--- src/rtl/dmem_arbiter.sv ---
// rtl/dmem_arbiter.sv - two-master arbiter and strobe/stall sequencer for the data memory
module dmem_arbiter #(
  parameter int FIXED_PRIORITY = 0,
  parameter int START_TIMEOUT  = 15
) (
  input  logic        clk,
  input  logic        rst_n,
  input  logic        m0_req,
  input  logic        m0_we,
  input  logic [13:0] m0_addr,
  input  logic [31:0] m0_wdata,
  input  logic [3:0]  m0_sign_mask,
  output logic        m0_ack,
  output logic        m0_err,
  output logic [31:0] m0_rdata,
  input  logic        m1_req,
  input  logic        m1_we,
  input  logic [13:0] m1_addr,
  input  logic [31:0] m1_wdata,
  input  logic [3:0]  m1_sign_mask,
  output logic        m1_ack,
  output logic        m1_err,
  output logic [31:0] m1_rdata,
  output logic [13:0] mem_addr,
  output logic [31:0] mem_write_data,
  output logic        mem_memread,
  output logic        mem_memwrite,
  output logic [3:0]  mem_sign_mask,
  input  logic [31:0] mem_read_data,
  input  logic        mem_clk_stall,
  output logic        busy
);
  localparam logic [3:0] TIMEOUT_CNT = 4'(START_TIMEOUT);

  typedef enum logic [1:0] {
    S_IDLE,
    S_ISSUE,
    S_WAIT_START,
    S_WAIT_DONE
  } state_t;

  state_t      state_q, state_d;
  logic        gnt_q, gnt_d;
  logic        last_grant_q, last_grant_d;
  logic        win;
  logic [3:0]  cnt_q, cnt_d;
  logic [13:0] mem_addr_q, mem_addr_d;
  logic [31:0] mem_wdata_q, mem_wdata_d;
  logic [3:0]  mem_mask_q, mem_mask_d;
  logic        mem_rd_q, mem_rd_d;
  logic        mem_wr_q, mem_wr_d;
  logic        m0_ack_q, m0_ack_d, m0_err_q, m0_err_d;
  logic        m1_ack_q, m1_ack_d, m1_err_q, m1_err_d;
  logic [31:0] m0_rdata_q, m0_rdata_d, m1_rdata_q, m1_rdata_d;
  logic        busy_q, busy_d;

  always_comb begin
    state_d      = state_q;
    gnt_d        = gnt_q;
    last_grant_d = last_grant_q;
    cnt_d        = cnt_q;
    mem_addr_d   = mem_addr_q;
    mem_wdata_d  = mem_wdata_q;
    mem_mask_d   = mem_mask_q;
    mem_rd_d     = 1'b0;
    mem_wr_d     = 1'b0;
    m0_ack_d     = 1'b0;
    m0_err_d     = 1'b0;
    m1_ack_d     = 1'b0;
    m1_err_d     = 1'b0;
    m0_rdata_d   = m0_rdata_q;
    m1_rdata_d   = m1_rdata_q;
    win          = 1'b0;

    case (state_q)
      S_IDLE: begin
        // The memory is not reset with us, so never strobe into a stall still in progress.
        if ((m0_req || m1_req) && !mem_clk_stall) begin
          if (m0_req && m1_req) begin
            win = (FIXED_PRIORITY != 0) ? 1'b0 : ~last_grant_q;
          end else begin
            win = m1_req;
          end
          gnt_d        = win;
          last_grant_d = win;
          if (win) begin
            mem_addr_d  = m1_addr;
            mem_wdata_d = m1_wdata;
            mem_mask_d  = m1_sign_mask;
            mem_rd_d    = ~m1_we;
            mem_wr_d    = m1_we;
          end else begin
            mem_addr_d  = m0_addr;
            mem_wdata_d = m0_wdata;
            mem_mask_d  = m0_sign_mask;
            mem_rd_d    = ~m0_we;
            mem_wr_d    = m0_we;
          end
          state_d = S_ISSUE;
        end
      end
      S_ISSUE: begin
        cnt_d   = 4'd0;
        state_d = S_WAIT_START;
      end
      S_WAIT_START: begin
        if (mem_clk_stall) begin
          state_d = S_WAIT_DONE;
        end else begin
          cnt_d = cnt_q + 4'd1;
          if (cnt_d == TIMEOUT_CNT) begin
            m0_err_d = ~gnt_q;
            m1_err_d = gnt_q;
            state_d  = S_IDLE;
          end
        end
      end
      S_WAIT_DONE: begin
        if (!mem_clk_stall) begin
          if (gnt_q) begin
            m1_rdata_d = mem_read_data;
            m1_ack_d   = 1'b1;
          end else begin
            m0_rdata_d = mem_read_data;
            m0_ack_d   = 1'b1;
          end
          state_d = S_IDLE;
        end
      end
      default: state_d = S_IDLE;
    endcase

    busy_d = (state_d != S_IDLE);
  end

  always_ff @(posedge clk) begin
    if (!rst_n) begin
      state_q      <= S_IDLE;
      gnt_q        <= 1'b0;
      last_grant_q <= 1'b1;
      cnt_q        <= 4'd0;
      mem_addr_q   <= 14'd0;
      mem_wdata_q  <= 32'd0;
      mem_mask_q   <= 4'd0;
      mem_rd_q     <= 1'b0;
      mem_wr_q     <= 1'b0;
      m0_ack_q     <= 1'b0;
      m0_err_q     <= 1'b0;
      m1_ack_q     <= 1'b0;
      m1_err_q     <= 1'b0;
      m0_rdata_q   <= 32'd0;
      m1_rdata_q   <= 32'd0;
      busy_q       <= 1'b0;
    end else begin
      state_q      <= state_d;
      gnt_q        <= gnt_d;
      last_grant_q <= last_grant_d;
      cnt_q        <= cnt_d;
      mem_addr_q   <= mem_addr_d;
      mem_wdata_q  <= mem_wdata_d;
      mem_mask_q   <= mem_mask_d;
      mem_rd_q     <= mem_rd_d;
      mem_wr_q     <= mem_wr_d;
      m0_ack_q     <= m0_ack_d;
      m0_err_q     <= m0_err_d;
      m1_ack_q     <= m1_ack_d;
      m1_err_q     <= m1_err_d;
      m0_rdata_q   <= m0_rdata_d;
      m1_rdata_q   <= m1_rdata_d;
      busy_q       <= busy_d;
    end
  end

  assign m0_ack         = m0_ack_q;
  assign m0_err         = m0_err_q;
  assign m0_rdata       = m0_rdata_q;
  assign m1_ack         = m1_ack_q;
  assign m1_err         = m1_err_q;
  assign m1_rdata       = m1_rdata_q;
  assign mem_addr       = mem_addr_q;
  assign mem_write_data = mem_wdata_q;
  assign mem_memread    = mem_rd_q;
  assign mem_memwrite   = mem_wr_q;
  assign mem_sign_mask  = mem_mask_q;
  assign busy           = busy_q;

endmodule
--- config.mk ---
export PLATFORM = sky130hd
export DESIGN_NAME = dmem_arbiter
export DESIGN_NICKNAME = d
export VERILOG_FILES = /design/src/rtl/dmem_arbiter.sv
export SDC_FILE = /design/constraint.sdc
export NUM_CORES = 1
export LEC_CHECK = 0
export BUFFER_PORTS_ARGS = -buffer_cell sky130_fd_sc_hd__buf_2
export CORE_UTILIZATION = 24
export DETAILED_ROUTE_END_ITERATION = 6
export MAX_ROUTING_LAYER = met4
export SYNTH_ARGS = -nofsm -noshare
export SYNTH_HDL_FRONTEND = slang
export SYNTH_SLANG_ARGS = --single-unit
export TNS_END_PERCENT = 5
--- constraint.sdc ---
create_clock -name clk -period 1.95 [get_ports clk]
set_clock_uncertainty 0.15 [all_clocks]
set_input_delay 0.195 -clock clk [delete_from_list [all_inputs] [get_ports clk]]
set_output_delay 0.195 -clock clk [all_outputs]
set_load 0.005 [all_outputs]
Word level (Yosys, flattened, before mapping). Cells that the tools add are included.

Register bits: 129. Input port bits: 139. Output and inout bits: 121. Logic and storage cells: 62.

$add $sub $neg: 1. Eq/ne operators: 5. Muxes and demuxes: 17. Bitwise logic cells: 9. Reduce and logical (&&, ||, !) cells: 14.

Operator list (number): $mux W32 (1); $mux W14 (1); $not A1 Y1 (9); $reduce_and A3 Y1 (3); $mux W2 (4); $mux W4 (2); $pmux W2 S4 (1); $pmux W4 S2 (1); $mux W1 (7); $add A4 B1 Y4 const B (1); $eq A2 B2 Y1 const B (2); $eq A4 B4 Y1 const B (1); $reduce_and A2 Y1 (2); $reduce_bool A2 Y1 (2); $reduce_or A4 Y1 (1); $reduce_or A3 Y1 (1); $eq A2 B1 Y1 const B (1); $logic_and A1 B1 Y1 (2); $logic_not A2 Y1 (1); $ne A2 B2 Y1 const B (1); $logic_not A1 Y1 (1); $logic_or A1 B1 Y1 (1).

Logic depth before layout (Yosys ltp).
Depth in word-level cells: 6. Depth in mapped cells: 7. Depth with buffers taken out: 6.

Worst setup path after synthesis. OpenSTA, ideal clock, no wires.

Path type: register to register. Start: register state_q[1]. End: register m0_rdata_q[30], in the netlist m0_rdata[30]. Setup time: 0.116 ns. Arrival: 1.243 ns. Required time: 1.684 ns. Slack: 0.441 ns. Stages on the path, launching flop included: 8. Buffers on the path: 3. Clock period less this slack: 1.509 ns. Cell sequence: dfxtp_1 -> buf_4 -> nand3b_1 -> or2_1 -> buf_2 -> buf_2 -> nand2_1 -> a21boi_1.

Cells in the longest elaborated chain, start to end: 2.

Ends and longest elaborated chain: from (decl) (line 42) `state_t state_q, state_d;`; from (signal assigned) (line 155) `state_q <= state_d;`; $eq A2 B2 Y1 (line 75) `case (state_q)`; $reduce_and A3 Y1 (no line); to (signal assigned) (line 168) `m0_rdata_q <= m0_rdata_d;`; to (decl) (line 54) `logic [31:0] m0_rdata_q, m0_rdata_d, m1_rdata_q, m1_rdata_d;`.

Every way passes these cells. A chain may end at the register's enable or synchronous reset.

Worst setup path in the final report.
Start: input mem_clk_stall. End: register mem_wdata_q[30], in the netlist mem_write_data[30].

Cells in the longest elaborated chain, start to end: 3.

Ends and longest elaborated chain: from (decl) (line 30) `input logic mem_clk_stall,`; $logic_not A1 Y1; $logic_and A1 B1 Y1 (line 78) `if ((m0_req || m1_req) && !mem_clk_stall) begin`; $reduce_and A2 Y1 (no line); to (signal assigned) (line 160) `mem_wdata_q <= mem_wdata_d;`; to (decl) (line 48) `logic [31:0] mem_wdata_q, mem_wdata_d;`.

Every way passes these cells.

==> flow_metrics.tcl <==
set metrics [dict create \
    status "complete, no violations" \
    nets 1099 \
    yosysSeqAreaShare_pct 48.0 \
    worst_slack_ps 158 \
    period_needed_ps 1790 \
    die_w_um 152 \
    cts.sinks 129 \
    drt_pass1_iterations 5 \
    finalSetupViolCount 0 \
    fin_area_um2 8870 \
    r2r_start "last_grant_q" \
    max-slew-margin-rel_pct 63.4 \
    max_cap_viol_count 0 \
    routedWlPerCell_um 13.6 \
    placed_cell_area_um2 7080 \
    max_freq_mhz 558 \
    gr-max-usage-layer "met2" \
    synth-edff-count 0 \
    root_buffer "clkbuf_16" \
    fp.dieArea_um2 23000 \
    dp_worst_setup_slack_ps 280 \
    critical_path.startpoint "mem_clk_stall" \
    grt_overflow_total 0 \
    synth-compound-area-share_pct 20.9 \
    coreArea_um2 21900 \
    whs_ps 16.1 \
    place_hpwl_mm 10.5 \
    grt_pass1_vias 5384 \
    drcViolationCount 0 \
    p_leak_nw 4.44 \
    port_buffers 259 \
    ys_warn_count 0 \
    tns_ps 0 \
    netlist_instances 583 \
    critPathMaxStageDelay_ps 530 \
    drt_wl_total_mm 16.9 \
    drtIter0Drc 194 \
    gp_congestion 0.760 \
    cpMaxStageDelayCell "dlygate4sd3_1" \
    start_kind "input pin" \
    tightest_slew_ps 549 \
    path_clk_slew_ps 60 \
    diodes 0 \
    start_util_pct 24.6 \
    rsz0062_at_grt "no" \
    layout_common_cells "buf_2, nand2_1, dfxtp_1, dlygate4sd3_1, a21boi_1" \
    period_share_pct 91.9 \
    syn-num-nets 724 \
    use_met3_pct 3.71 \
    clk_latency_ps 410 \
    hold_start "m1_wdata[29]" \
    drive_gt1_share_pct 32.5 \
    postCtsSetupRepairBufs 0 \
    antenna_found_initial 0 \
    hold_violations 0 \
    end_kind "flip-flop" \
    crit_chain "dlygate4sd3_1, buf_2, nor4_4, buf_12, buf_4, nand2_1, o211a_1" \
    syn-mean-instance-area_um2 9.24 \
    power.density_nw_per_um2 828 \
    grt_max_degree 60 \
    synth_top_family_by_area "compound AO/OA/AOI/OAI gates" \
    crit_family "buffers and inverters" \
    synth.area.top_cells "dfxtp_1, nand2_1, mux2i_1" \
    slew_violations 0 \
    cp_num_buf_inv 4 \
    yosys.area_share.simple_pct 16.3 \
    synth_fa_ha_area_share_pct 0.465 \
    synth_area_um2 5390 \
    path_max_fanout 23 \
    ios 260 \
    async_flop_share_pct 0 \
    ys.flop_type "dfxtp_1" \
    yosysTopAreaCell "dfxtp_1" \
    viasPerCell 4.40 \
    grt.met1_usage_pct 17.6 \
    cts_tree "done" \
    crit_type "input pin to flip-flop" \
    grt_pass1_wl_mm 25.7 \
    ant_nets 0 \
    area_growth_pct 64.8 \
    clk_path_buf_depth 2 \
    grt_use_met2_pct 23.7 \
    hold_path.class "input pin to flip-flop" \
    synthMuxAreaShare_pct 9.67 \
    vias 5496 \
    peakVddDrop_mv 0.481 \
    synth-xor-area-share_pct 0.163 \
    grtUsageTotal_pct 14.8 \
    layout_commonest_cell "buf_2" \
    die_y_um 152 \
    arrival_ps 1950 \
    h-tree-depth 4 \
    synth-seq-cells 129 \
    synth_cell_types 37 \
    synth_top_area_share_pct 48.0 \
    cts_buffers 17 \
    num_rows 54 \
    cp.required_ps 2110 \
]
[per-layer routing]
metal,part of all wire [%],vias to the layer above
li1,-,2743
met1,46,2513
met2,46,222
met3,6.9,18
met4,1.8,0
met5,0,-
[Yosys cell counts, types with 2 or more instances]
library cell	number
nand2_1	188
dfxtp_1	129
a21boi_1	61
mux2i_1	52
o211a_1	50
buf_2	25
clkbuf_1	17
a21boi_0	7
buf_4	6
and2_1	4
nor2_1	4
a21oi_1	3
and3_1	3
inv_1	3
nand3b_1	3
o211ai_1	3
ha_1	2
nand3_1	2
o21ai_0	2
o32ai_1	2
[flip-flops by register name (all words and copies together), names as in the netlist]
register	count
m0_rdata	32
m1_rdata	32
m1_ack	1
mem_write_data	32
busy	1
state_q	2
gnt_q	1
mem_sign_mask	4
last_grant_q	1
mem_addr	14
m1_err	1
cnt_q	4
mem_memwrite	1
mem_memread	1
m0_err	1
m0_ack	1
[cell families after synthesis]
family | count (synthesis)
AND/OR/NAND/NOR | 214
adder cells (fa/ha/maj) | 2
multiplexers | 52
AO/OA/AOI/OAI | 134
buffers and inverters | 51
XOR/XNOR | 1
flip-flops | 129
[metrics by stage]
| step | cells | total power (W) | util, % |
|---|---|---|---|
| finish | 1249 | 0.00735 | 40.5 |
| global route | 1249 | 0.00769 | 40.5 |
| CTS | 1249 | 0.00744 | 40.5 |
| detailed placement | 1098 | 0.00400 | 32.3 |
| global placement | 1098 | 0.00399 | 32.3 |
| floorplan | 583 | 0.00351 | - |
[final cells by class]
type,instances,area [um2]
fill,2179,13000
timing repair buffer,404,2780
sequential,129,2580
multi-input combinational,403,2570
clock buffer,19,443
tap,280,350
clock inverter,11,140
inverter,3,11.3
[report_power, final]
group	internal (W)	switching [W]
clock network	0.00202	0.00118
logic	0.000687	0.000543
registers	0.00282	0.000106
total	0.00552	0.00183
[worst min-delay path: stages]
cell and delay [ps]:
buf_2 90, mux2i_1 70, nand2_1 60, o211a_1 130
[worst paths after layout]
check | end | slack, ps | depth (start not counted)
worst max-delay path | mem_write_data[30] | 160 | 7
worst min-delay path | mem_write_data[29] | 20 | 4
worst max register to register | mem_write_data[13] | 250 | 6
worst min register to register | m0_rdata[17] | 300 | 2
[timing repair]
| action | 4_1_cts | 5_1_grt |
|---|---|---|
| gates resized for setup | 0 | 0 |
| hold buffers | 121 | 0 |
| setup endpoints to repair | 0 | 0 |
| hold endpoints to repair | 113 | 0 |
Note: power is estimated with default switching activity, not from simulation.
